==> src/rtl/muldiv_seq.sv <==
// muldiv_seq -- iterative multiply/divide sequencer owning the HI/LO registers.
//
// Runs MULT, MULTU, DIV and DIVU on one shared shift/add-subtract datapath,
// one iteration per clock (WIDTH iterations), followed by a single
// sign-fix/writeback cycle. busy stays high from the start edge up to the
// writeback edge. The hazard unit uses busy to hold off HI/LO accesses and
// new operations.
//
// Ports:
//   clk    in   rising-edge clock
//   reset  in   asynchronous active-low reset
//   start  in   launch an operation (accepted only when idle)
//   op     in   2'b00 MULT, 2'b01 MULTU, 2'b10 DIV, 2'b11 DIVU
//   a, b   in   rs / rt operands, latched on the start edge
//   hi_we  in   MTHI write enable (idle only; start takes priority)
//   lo_we  in   MTLO write enable (idle only; start takes priority)
//   wd     in   MTHI/MTLO write data
//   abort  in   drop the in-flight operation without touching HI/LO
//   busy   out  operation in progress
//   done   out  one-cycle pulse, HI/LO were just written by an operation
//   hi, lo out  architectural HI/LO registers
module muldiv_seq #(
    parameter int WIDTH = 32
) (
    input  logic             clk,
    input  logic             reset,
    input  logic             start,
    input  logic [1:0]       op,
    input  logic [WIDTH-1:0] a,
    input  logic [WIDTH-1:0] b,
    input  logic             hi_we,
    input  logic             lo_we,
    input  logic [WIDTH-1:0] wd,
    input  logic             abort,
    output logic             busy,
    output logic             done,
    output logic [WIDTH-1:0] hi,
    output logic [WIDTH-1:0] lo
);

    localparam int CW = $clog2(WIDTH + 1);

    typedef enum logic [1:0] {
        S_IDLE = 2'd0,
        S_RUN  = 2'd1,
        S_FIX  = 2'd2
    } state_t;

    state_t           state_q, state_d;
    logic [CW-1:0]    cnt_q, cnt_d;
    logic             is_div_q, is_div_d;
    logic             neg_res_q, neg_res_d;      // negate product / quotient
    logic             neg_rem_q, neg_rem_d;      // remainder follows dividend sign
    logic             div_zero_q, div_zero_d;
    // Multiply: acc = upper product half, shreg = multiplier then lower half,
    //           opnd = multiplicand.
    // Divide:   acc = partial remainder, shreg = dividend then quotient,
    //           opnd = divisor.
    logic [WIDTH-1:0] acc_q, acc_d;
    logic [WIDTH-1:0] shreg_q, shreg_d;
    logic [WIDTH-1:0] opnd_q, opnd_d;
    logic [WIDTH-1:0] hi_q, hi_d;
    logic [WIDTH-1:0] lo_q, lo_d;
    logic             done_q, done_d;

    // Operand preparation (signed ops use magnitudes).
    logic             signed_op;
    logic             a_neg, b_neg;
    logic [WIDTH-1:0] a_mag, b_mag;

    // Iteration datapath.
    logic [WIDTH:0]   add_sum;
    logic [WIDTH:0]   rem_shift;
    logic [WIDTH:0]   rem_diff;
    logic             q_bit;

    // Writeback values.
    logic [2*WIDTH-1:0] prod_fix;
    logic [WIDTH-1:0]   quot_fix;
    logic [WIDTH-1:0]   rem_fix;

    always_comb begin
        signed_op = ~op[0];
        a_neg     = signed_op & a[WIDTH-1];
        b_neg     = signed_op & b[WIDTH-1];
        a_mag     = a_neg ? -a : a;
        b_mag     = b_neg ? -b : b;

        // Shift-add step: conditionally add multiplicand to the upper half,
        // then shift the whole 2*WIDTH product right by one.
        add_sum   = {1'b0, acc_q} + (shreg_q[0] ? {1'b0, opnd_q} : '0);

        // Restoring divide step: shift the next dividend bit into the
        // remainder and trial-subtract. The borrow bit is the inverse of the
        // quotient bit, and on success the difference always fits in WIDTH.
        rem_shift = {acc_q, shreg_q[WIDTH-1]};
        rem_diff  = rem_shift - {1'b0, opnd_q};
        q_bit     = ~rem_diff[WIDTH];

        prod_fix  = neg_res_q ? -{acc_q, shreg_q} : {acc_q, shreg_q};
        // With a zero divisor every trial subtract succeeds, so the quotient
        // ends all ones and the remainder ends equal to |a|; restoring the
        // dividend sign on it gives back the original a.
        quot_fix  = (neg_res_q && !div_zero_q) ? -shreg_q : shreg_q;
        rem_fix   = neg_rem_q ? -acc_q : acc_q;
    end

    always_comb begin
        state_d    = state_q;
        cnt_d      = cnt_q;
        is_div_d   = is_div_q;
        neg_res_d  = neg_res_q;
        neg_rem_d  = neg_rem_q;
        div_zero_d = div_zero_q;
        acc_d      = acc_q;
        shreg_d    = shreg_q;
        opnd_d     = opnd_q;
        hi_d       = hi_q;
        lo_d       = lo_q;
        done_d     = 1'b0;

        unique case (state_q)
            S_IDLE: begin
                if (start) begin
                    is_div_d   = op[1];
                    neg_res_d  = a_neg ^ b_neg;
                    neg_rem_d  = a_neg;
                    div_zero_d = op[1] && (b == '0);
                    acc_d      = '0;
                    shreg_d    = op[1] ? a_mag : b_mag;
                    opnd_d     = op[1] ? b_mag : a_mag;
                    cnt_d      = CW'(WIDTH);
                    state_d    = S_RUN;
                end else begin
                    if (hi_we) hi_d = wd;
                    if (lo_we) lo_d = wd;
                end
            end
            S_RUN: begin
                if (abort) begin
                    state_d = S_IDLE;
                end else begin
                    if (is_div_q) begin
                        acc_d   = q_bit ? rem_diff[WIDTH-1:0] : rem_shift[WIDTH-1:0];
                        shreg_d = {shreg_q[WIDTH-2:0], q_bit};
                    end else begin
                        acc_d   = add_sum[WIDTH:1];
                        shreg_d = {add_sum[0], shreg_q[WIDTH-1:1]};
                    end
                    cnt_d = cnt_q - 1'b1;
                    if (cnt_q == CW'(1)) state_d = S_FIX;
                end
            end
            S_FIX: begin
                state_d = S_IDLE;
                if (!abort) begin
                    if (is_div_q) begin
                        hi_d = rem_fix;
                        lo_d = quot_fix;
                    end else begin
                        hi_d = prod_fix[2*WIDTH-1:WIDTH];
                        lo_d = prod_fix[WIDTH-1:0];
                    end
                    done_d = 1'b1;
                end
            end
            default: state_d = S_IDLE;
        endcase
    end

    always_ff @(posedge clk or negedge reset) begin
        if (!reset) begin
            state_q    <= S_IDLE;
            cnt_q      <= '0;
            is_div_q   <= 1'b0;
            neg_res_q  <= 1'b0;
            neg_rem_q  <= 1'b0;
            div_zero_q <= 1'b0;
            acc_q      <= '0;
            shreg_q    <= '0;
            opnd_q     <= '0;
            hi_q       <= '0;
            lo_q       <= '0;
            done_q     <= 1'b0;
        end else begin
            state_q    <= state_d;
            cnt_q      <= cnt_d;
            is_div_q   <= is_div_d;
            neg_res_q  <= neg_res_d;
            neg_rem_q  <= neg_rem_d;
            div_zero_q <= div_zero_d;
            acc_q      <= acc_d;
            shreg_q    <= shreg_d;
            opnd_q     <= opnd_d;
            hi_q       <= hi_d;
            lo_q       <= lo_d;
            done_q     <= done_d;
        end
    end

    assign busy = (state_q != S_IDLE);
    assign done = done_q;
    assign hi   = hi_q;
    assign lo   = lo_q;

endmodule

==> config.mk <==
export PLATFORM = sky130hd
export DESIGN_NAME = muldiv_seq
export DESIGN_NICKNAME = d
export VERILOG_FILES = /design/src/rtl/muldiv_seq.sv
export SDC_FILE = /design/constraint.sdc
export NUM_CORES = 1
export LEC_CHECK = 0
export CAP_MARGIN = 10
export CORE_ASPECT_RATIO = 0.75
export CORE_MARGIN = 4
export CORE_UTILIZATION = 59
export CTS_CLUSTER_DIAMETER = 40
export CTS_CLUSTER_SIZE = 40
export DETAILED_ROUTE_END_ITERATION = 16
export GPL_TIMING_DRIVEN = 0
export PLACE_DENSITY = 0.88
export SLEW_MARGIN = 20
export SYNTH_ARGS = -nofsm -noshare
export SYNTH_HDL_FRONTEND = slang
export SYNTH_SLANG_ARGS = --single-unit
==> constraint.sdc <==
create_clock -name clk -period 10.3 [get_ports clk]
set_input_delay 2.06 -clock clk [delete_from_list [all_inputs] [get_ports clk]]
set_output_delay 2.06 -clock clk [all_outputs]
set_load 0.01 [all_outputs]
==> results.md, run 1 <==
* DR pass1 iterations at 6
* Clk_lat worst skew at 0.46 ns
* Post-route DRC violation count at 0
* Post-CTS resize count at 0
* Post-synth ARST share at 1.00
* Non-filler cells, final at ~2,500
* Metal3 WL at ~8.2 mm
* Yosys reg bits at ~170
* DR top layer: met4
* Total internal power at about 2.6 mW
* Min Tclk post-route at about 5.2 ns
* Via density at between 6 and 7
* Setup tns final at 0 ns
* Combinational share of power at 0.610
* Critical setup path kind: input port to flip-flop
* Syn Nets at around 2,200
* CTS tree: yes
* Die Ht at roughly 150 µm
* Reg-to-reg slack, setup at around 5.6 ns
* Critical path arrival at 5.57 ns
* Fillers at just over 2,000
* Layout cells sized above 1 at 0.0344
* Sequential Power Share at 0.258
* Final WL at 57.7 mm
* Slowest CP cell: nor4_1
* Top-count cell post-synth: nor2_1
* Final Hold Viols at 0
* RSZ-0062 raised after global routing: no
* H-tree depth at 4
* Hold Buf Count CTS at 0
* Root buffer cell: clkbuf_16
* Die W at 192 µm
* Mapped Area at ~15,000 µm²
* P&R area growth vs syn at 18.3%
* Worst reg-to-reg path cell count at 13
* Synth warn at 0
* CTS max path bufs at 2
* Hpwl dp at 45.7 mm
* CP bufs+invs at 1
* Maximum vdd drop at about 0.00021 V
* Power share of the clock group at 0.133
* Crit path depth at 10
* Worst path top cell family by delay: simple AND/OR/NAND/NOR gates
* Post-CTS Setup Inserts at 0
* GP Congestion at 1.01
* Metal2 WL at ~24 mm
* Status: completed
* Syn Inst Count at 1,980
* Worst-path cell chain: clkdlybuf4s50_1 -> or4_1 -> or4_1 -> nor4_1 -> nand2_1 -> nor3_1 -> o21ai_0 -> nand2_1 -> o21ai_0 -> a221oi_1
* Area taken by flip-flops and latches at approximately 4300 µm²
* GRT overflow at 0
* Net Sw Frac at 0.501
* Initial antenna violation count at 0
* Worst path max stage delay at 0.71 ns
* Reg clk slew, reported paths at 0.08 ns
* Critical R2R Capture: acc_q[13]
* Die ar. at 28,100 µm²
* Dpl ws at between 4 and 5 ns
* Register area share after synthesis at 0.288
* Primary FF master, synth: dfrtp_1
* Worst Setup SP: a[14]
* Final slew viol count at 0
* Commonest cells in the netlist: 256 x nor2_1, 226 x a21oi_1, 193 x nand2_1
* Initial Util at 0.601
* CP required at 10.66 ns
* Worst-path maximum fanout at 5
* Leak pwr at 7.44 nW
* Placed Cells at approximately 2,500
* GRT Overall Usage at 0.396
* M1 WL at approximately 23 mm
* Max Clk Rate at around 0.19 GHz
* Antenna-violating nets left at 0
* Worst setup EP type: flip-flop
* Skew final at 0.0173 ns
* First-iteration detailed-routing DRC count at approximately 2,200
* Post-synthesis area per instance at between 7 and 8 µm²
* CORE AREA at 25,000 µm²
* Via count at roughly 16,000
* Vias in the first global route at approximately 15,000
* Least-Margin Pin Slew at about 0.96 ns
* Final Setup Violations at 0
* Synth area leader: dfrtp_1
* First-pass GRT wire length at a little under 90 mm
* Rel. slew slack at 0.345
* Largest net degree at the start of global routing at 92
* Synth area leaders: dfrtp_1 29%, a21oi_1 7.5%, nor2_1 6.4%
* Final worst slack at around 5 ns
* Number of flops mapped to enable cells by yosys at 0
* Startpoint Class: input port
* Num CTS Buffers at 17
* Post-synth top area share at 0.288
* Power per cell area at 290 nW/µm²
* Worst r2r src: shreg_q[31]
* # nets final at around 2,300
* Max-cap violation count at 0
* Clock Sinks at roughly 170
* HP Class: flip-flop to flip-flop
* Rows at 50
* PortBufs at 168
* Crit path capture: shreg_q[31]
* WL/cell at roughly 23 µm
* Period utilization at 0.506
* Combined area of the multi-input logic cells at 9980 µm²
* Switching power at between 2 and 3 mW
* # diodes at 0
* Total I/O pin count at 170
* Netlist cell types at 75
* Total power at about 5.2 mW
## cell families (layout without fill, tap and decap cells)
kind of cell / Yosys count / count (layout) / synth area share
xor gates and xnor gates: 166 / 166 / 0.0967
AOI/OAI and AO/OA: 635 / 635 / 0.251
DFF: 173 / 173 / 0.288
and+or+nand+nor: 680 / 680 / 0.208
muxes: 70 / 70 / 0.0472
adders and majority gates: 72 / 72 / 0.0609
buffers and inverters: 184 / 385 / 0.0483
## layer usage
metal | vias up | GRT usage
li1 | 7431 | -
met1 | 7684 | 0.576
met2 | 1210 | 0.573
met3 | 142 | 0.101
met4 | 0 | 0.135
met5 | - | 0
## flip-flops by register name, indices dropped and copies added (netlist names)
signal and cells:
lo 32, opnd_q 32, neg_res_q 1, state_q 2
acc_q 32, div_zero_q 1, is_div_q 1, neg_rem_q 1
cnt_q 6, shreg_q 32, hi 32, done 1
## how the worst min path moves through the flow
stage	to	start	slack, ns	depth (start not counted)
floorplan	opnd_q[12]	opnd_q[12]	0.45	2
CTS	lo[5]	lo[5]	0.48	2
global placement	lo[21]	lo[21]	0.46	2
global route	lo[14]	lo[14]	0.50	2
detailed placement	hi[13]	hi[13]	0.46	1
finish	lo[14]	lo[14]	0.48	2
## power by group through the flow
| stage | clock [mW] | combinational (mW) | sequential (mW) |
|---|---|---|---|
| CTS | 0.674 | 3.05 | 1.30 |
| global placement | 0 | 2.96 | 1.29 |
| detailed placement | 0 | 3.03 | 1.31 |
| floorplan | 0 | 2.06 | 1.22 |
| finish | 0.683 | 3.14 | 1.33 |
| global route | 0.705 | 3.41 | 1.35 |
## tightest hold or removal path: stages (launching register included)
cell and delay [ns]:
dfrtp_1 0.35, nand2_1 0.05, o31ai_1 0.05
## area by class of cell
cell class | instances | share of cell area
Multi-Input combinational cell | 1623 | 0.561
Sequential cell | 173 | 0.243
Timing Repair Buffer | 169 | 0.0964
Buffer | 113 | 0.0258
Clock buffer | 18 | 0.0247
Tap cell | 338 | 0.0238
Inverter | 71 | 0.0150
Clock inverter | 14 | 0.00950
## cells in the final DEF, fill, tap and decap left out, drive strengths merged, types with 63 or more instances in the layout
| master | count |
|---|---|
| inv | 78 |
| mux2i | 63 |
| a21oi | 227 |
| clkdlybuf4s50 | 167 |
| clkbuf | 117 |
| xnor2 | 99 |
| o21ai | 195 |
| xor2 | 67 |
| ha | 70 |
| dfrtp | 173 |
| nand2 | 193 |
| nor2 | 256 |
## through the flow
stage | utilization | area [µm²] | hold slack, ns
after floorplan | - | 15000 | 0.450
after global placement | 0.685 | 17100 | 0.462
after detailed placement | 0.686 | 17200 | 0.465
after CTS | 0.711 | 17800 | 0.482
after global routing | 0.711 | 17800 | 0.502
final | 0.711 | 17800 | 0.483
Note: power is estimated with default switching activity, not from simulation.
==> run 2, diff against run 1 <==
CORE_UTILIZATION = 58   (was 59)
PLACE_DENSITY = 0.87   (was 0.88)
clock period = 5.25 ns   (was 10.3 ns; I/O delays follow)
==> results.md, run 2 (synthesis gave the netlist of run 1 again) <==
* Power per cell area at 564 nW/µm² (was 290 nW/µm²)
* Critical path arrival at 5.25 ns (was 5.57 ns)
* Largest net degree at the start of global routing at 95 (was 92)
* Num CTS Buffers at 17 (unchanged)
* Startpoint Class: flip-flop (was input port)
* Max Clk Rate at just over 0.2 GHz
* Power share of the clock group at 0.130 (was 0.133)
* HP Class: flip-flop to flip-flop (unchanged)
* Hold Buf Count CTS at 0 (unchanged)
* Final worst slack at 0.299 ns (was 5.09 ns)
* WL/cell at 22.5 µm (was 22.9 µm)
* Final slew viol count at 0 (unchanged)
* H-tree depth at 4 (unchanged)
* Worst setup EP type: flip-flop (unchanged)
* Rows at 50 (unchanged)
* Clk_lat worst skew at 0.45 ns (was 0.46 ns)
* Die Ht at 147 µm (was 146 µm)
* CTS max path bufs at 2 (unchanged)
* Commonest non-fill, non-tap cells in the layout: 256 x nor2_1, 226 x a21oi_1, 193 x nand2_1 (unchanged)
* Total power at 10.0 mW (was 5.15 mW)
* Leak pwr at 7.43 nW (was 7.44 nW)
* Clock Sinks at 173 (unchanged)
* Worst-path cell chain: inv_1 -> ha_1 -> fa_1 -> nand2b_1 -> a211oi_1 -> o21ai_0 -> a21o_1 -> a21boi_0 -> nor3_1 -> nor2_1 -> clkbuf_1 -> nor3_1 -> o41ai_1 (was clkdlybuf4s50_1 -> or4_1 -> or4_1 -> nor4_1 -> nand2_1 -> nor3_1 -> o21ai_0 -> nand2_1 -> o21ai_0 -> a221oi_1)
* Skew final at 0.0152 ns (was 0.0173 ns)
* Layout cells sized above 1 at 0.0339 (was 0.0344)
* Final Setup Violations at 0 (unchanged)
* Via count at 16,469 (was 16,467)
* Initial Util at 0.596 (was 0.601)
* Root buffer cell: clkbuf_16 (unchanged)
* Post-layout util at 0.704 (was 0.711)
* First-pass GRT wire length at 86.4 mm (was 87.2 mm)
* First-iteration detailed-routing DRC count at 2,211 (was 2,243)
* DR pass1 iterations at 7 (was 6)
* Antenna-violating nets left at 0 (unchanged)
* Critical setup path kind: flip-flop to flip-flop (was input port to flip-flop)
* Initial antenna violation count at 0 (unchanged)
* CTS tree: yes (unchanged)
* # diodes at 0 (unchanged)
* Crit path top cell by count: nor3_1
* Die ar. at 28,600 µm² (was 28,100 µm²)
* Period utilization at 0.943
* Hpwl dp at 44.9 mm (was 45.7 mm)
* PortBufs at 168 (unchanged)
* Total internal power at 5.02 mW (was 2.57 mW)
* Switching power at 5.00 mW (was 2.58 mW)
* Worst path max stage delay at 0.75 ns (was 0.71 ns)
* Post-CTS resize count at 0 (unchanged)
* GP Congestion at 1.03 (was 1.01)
* Worst-path maximum fanout at 10 (was 5)
* Min Tclk post-route at roughly 5 ns
* Slowest CP cell: clkbuf_1 (was nor4_1)
* Final Cell Area at 17,800 µm² (about the same)
* Sequential Power Share at 0.260 (was 0.258)
* Final Hold Viols at 0 (unchanged)
* Commonest non-fill, non-tap cell in the layout: nor2_1 (unchanged)
* P&R area growth vs syn at 18.1% (was 18.3%)
* Vias in the first global route at 15,155 (was 15,128)
* Net Sw Frac at 0.499 (was 0.501)
* GRT overflow at 0 (unchanged)
* Die W at 194 µm (was 192 µm)
* Rel. slew slack at 0.331 (was 0.345)
* CP required at 5.55 ns (was 10.66 ns)
* Via density at 6.54 (about the same)
* Total I/O pin count at 170 (unchanged)
* Post-route DRC violation count at 0 (unchanged)
* Dpl ws at 0.602 ns (was 4.74 ns)
* GRT Overall Usage at 0.379 (was 0.396)
* Status: completed (unchanged)
* Combinational share of power at 0.610 (about the same)
* Final WL at 56.7 mm (was 57.7 mm)
* Least-Margin Pin Slew at 0.978 ns (was 0.958 ns)
* Post-CTS Setup Inserts at 0 (unchanged)
* # nets final at 2,344 (unchanged)
* Maximum vdd drop at 0.000418 V (was 0.000207 V)
* Max-cap violation count at 0 (unchanged)
* Area post-placement at 17,200 µm² (unchanged)
* CORE AREA at 25,200 µm² (was 25,000 µm²)
* RSZ-0062 raised after global routing: no (unchanged)
* Reg clk slew, reported paths at 0.08 ns (about the same)
* Fillers at 2,106 (was 2,055)
## run 2: changes by cell type in the layout (fill, tap and decap cells not counted)
| cell | before | now |
|---|---|---|
| inv_6 | 4 | 3 |
| inv_8 | 3 | 4 |
| clkinv_2 | 1 | 2 |
| clkinv_4 | 1 | 2 |
| clkbuf_8 | 2 | 1 |
| clkbuf_1 | 97 | 98 |
| clkinv_8 | 3 | 1 |
## run 2: metal layers
layer	global-route usage	up-vias	routed length [µm]
li1	-	7426	-
met1	0.527	7694	22600
met2	0.556	1175	23500
met3	0.120	174	8110
met4	0.146	0	2520
met5	0	-	0
## run 2: critical path: cells and delay by family (launching register included)
family | cells | cell delay, ns
AOI/OAI and AO/OA | 5 | 1.84
adders and majority gates | 2 | 0.68
DFF | 1 | 0.51
and+or+nand+nor | 4 | 0.90
buffers and inverters | 2 | 0.85
## run 2: area by class of cell
cell class	count	area, µm²	area share
multi-input combinational	1623	9980	0.562
sequential	173	4330	0.244
timing repair buffer	169	1710	0.0966
buffer	113	459	0.0259
clock buffer	18	429	0.0242
tap	338	423	0.0238
inverter	71	267	0.0150
clock inverter	14	153	0.00860
## run 2: power groups by stage
stage	Sequential (mW)	Combinational (mW)	Clock, mW
floorplan	2.40	4.04	0
global placement	2.54	5.74	0
detailed placement	2.57	5.89	0
CTS	2.55	5.94	1.29
global route	2.64	6.64	1.35
finish	2.60	6.11	1.30
## run 2: final timing paths
path / start / to / slack [ns] / depth (start not counted)
setup / recovery: shreg_q[31] / acc_q[24] / 0.30 / 13
hold / removal: hi[19] / hi[19] / 0.48 / 2
setup reg to reg: shreg_q[31] / acc_q[24] / 0.30 / 13
hold reg to reg: hi[19] / hi[19] / 0.48 / 2
max in group asynchronous: reset / opnd_q[12] / 3.72 / 2
min in group asynchronous: reset / hi[27] / 0.60 / 1
## run 2: through the flow
stage                     TNS, ns  std cells  hold slack (ns)
after floorplan                 0       1980            0.450
after global placement    -688.93       2486            0.460
after detailed placement        0       2487            0.467
after CTS                       0       2519            0.483
after global routing            0       2519            0.499
final                           0       2519            0.482
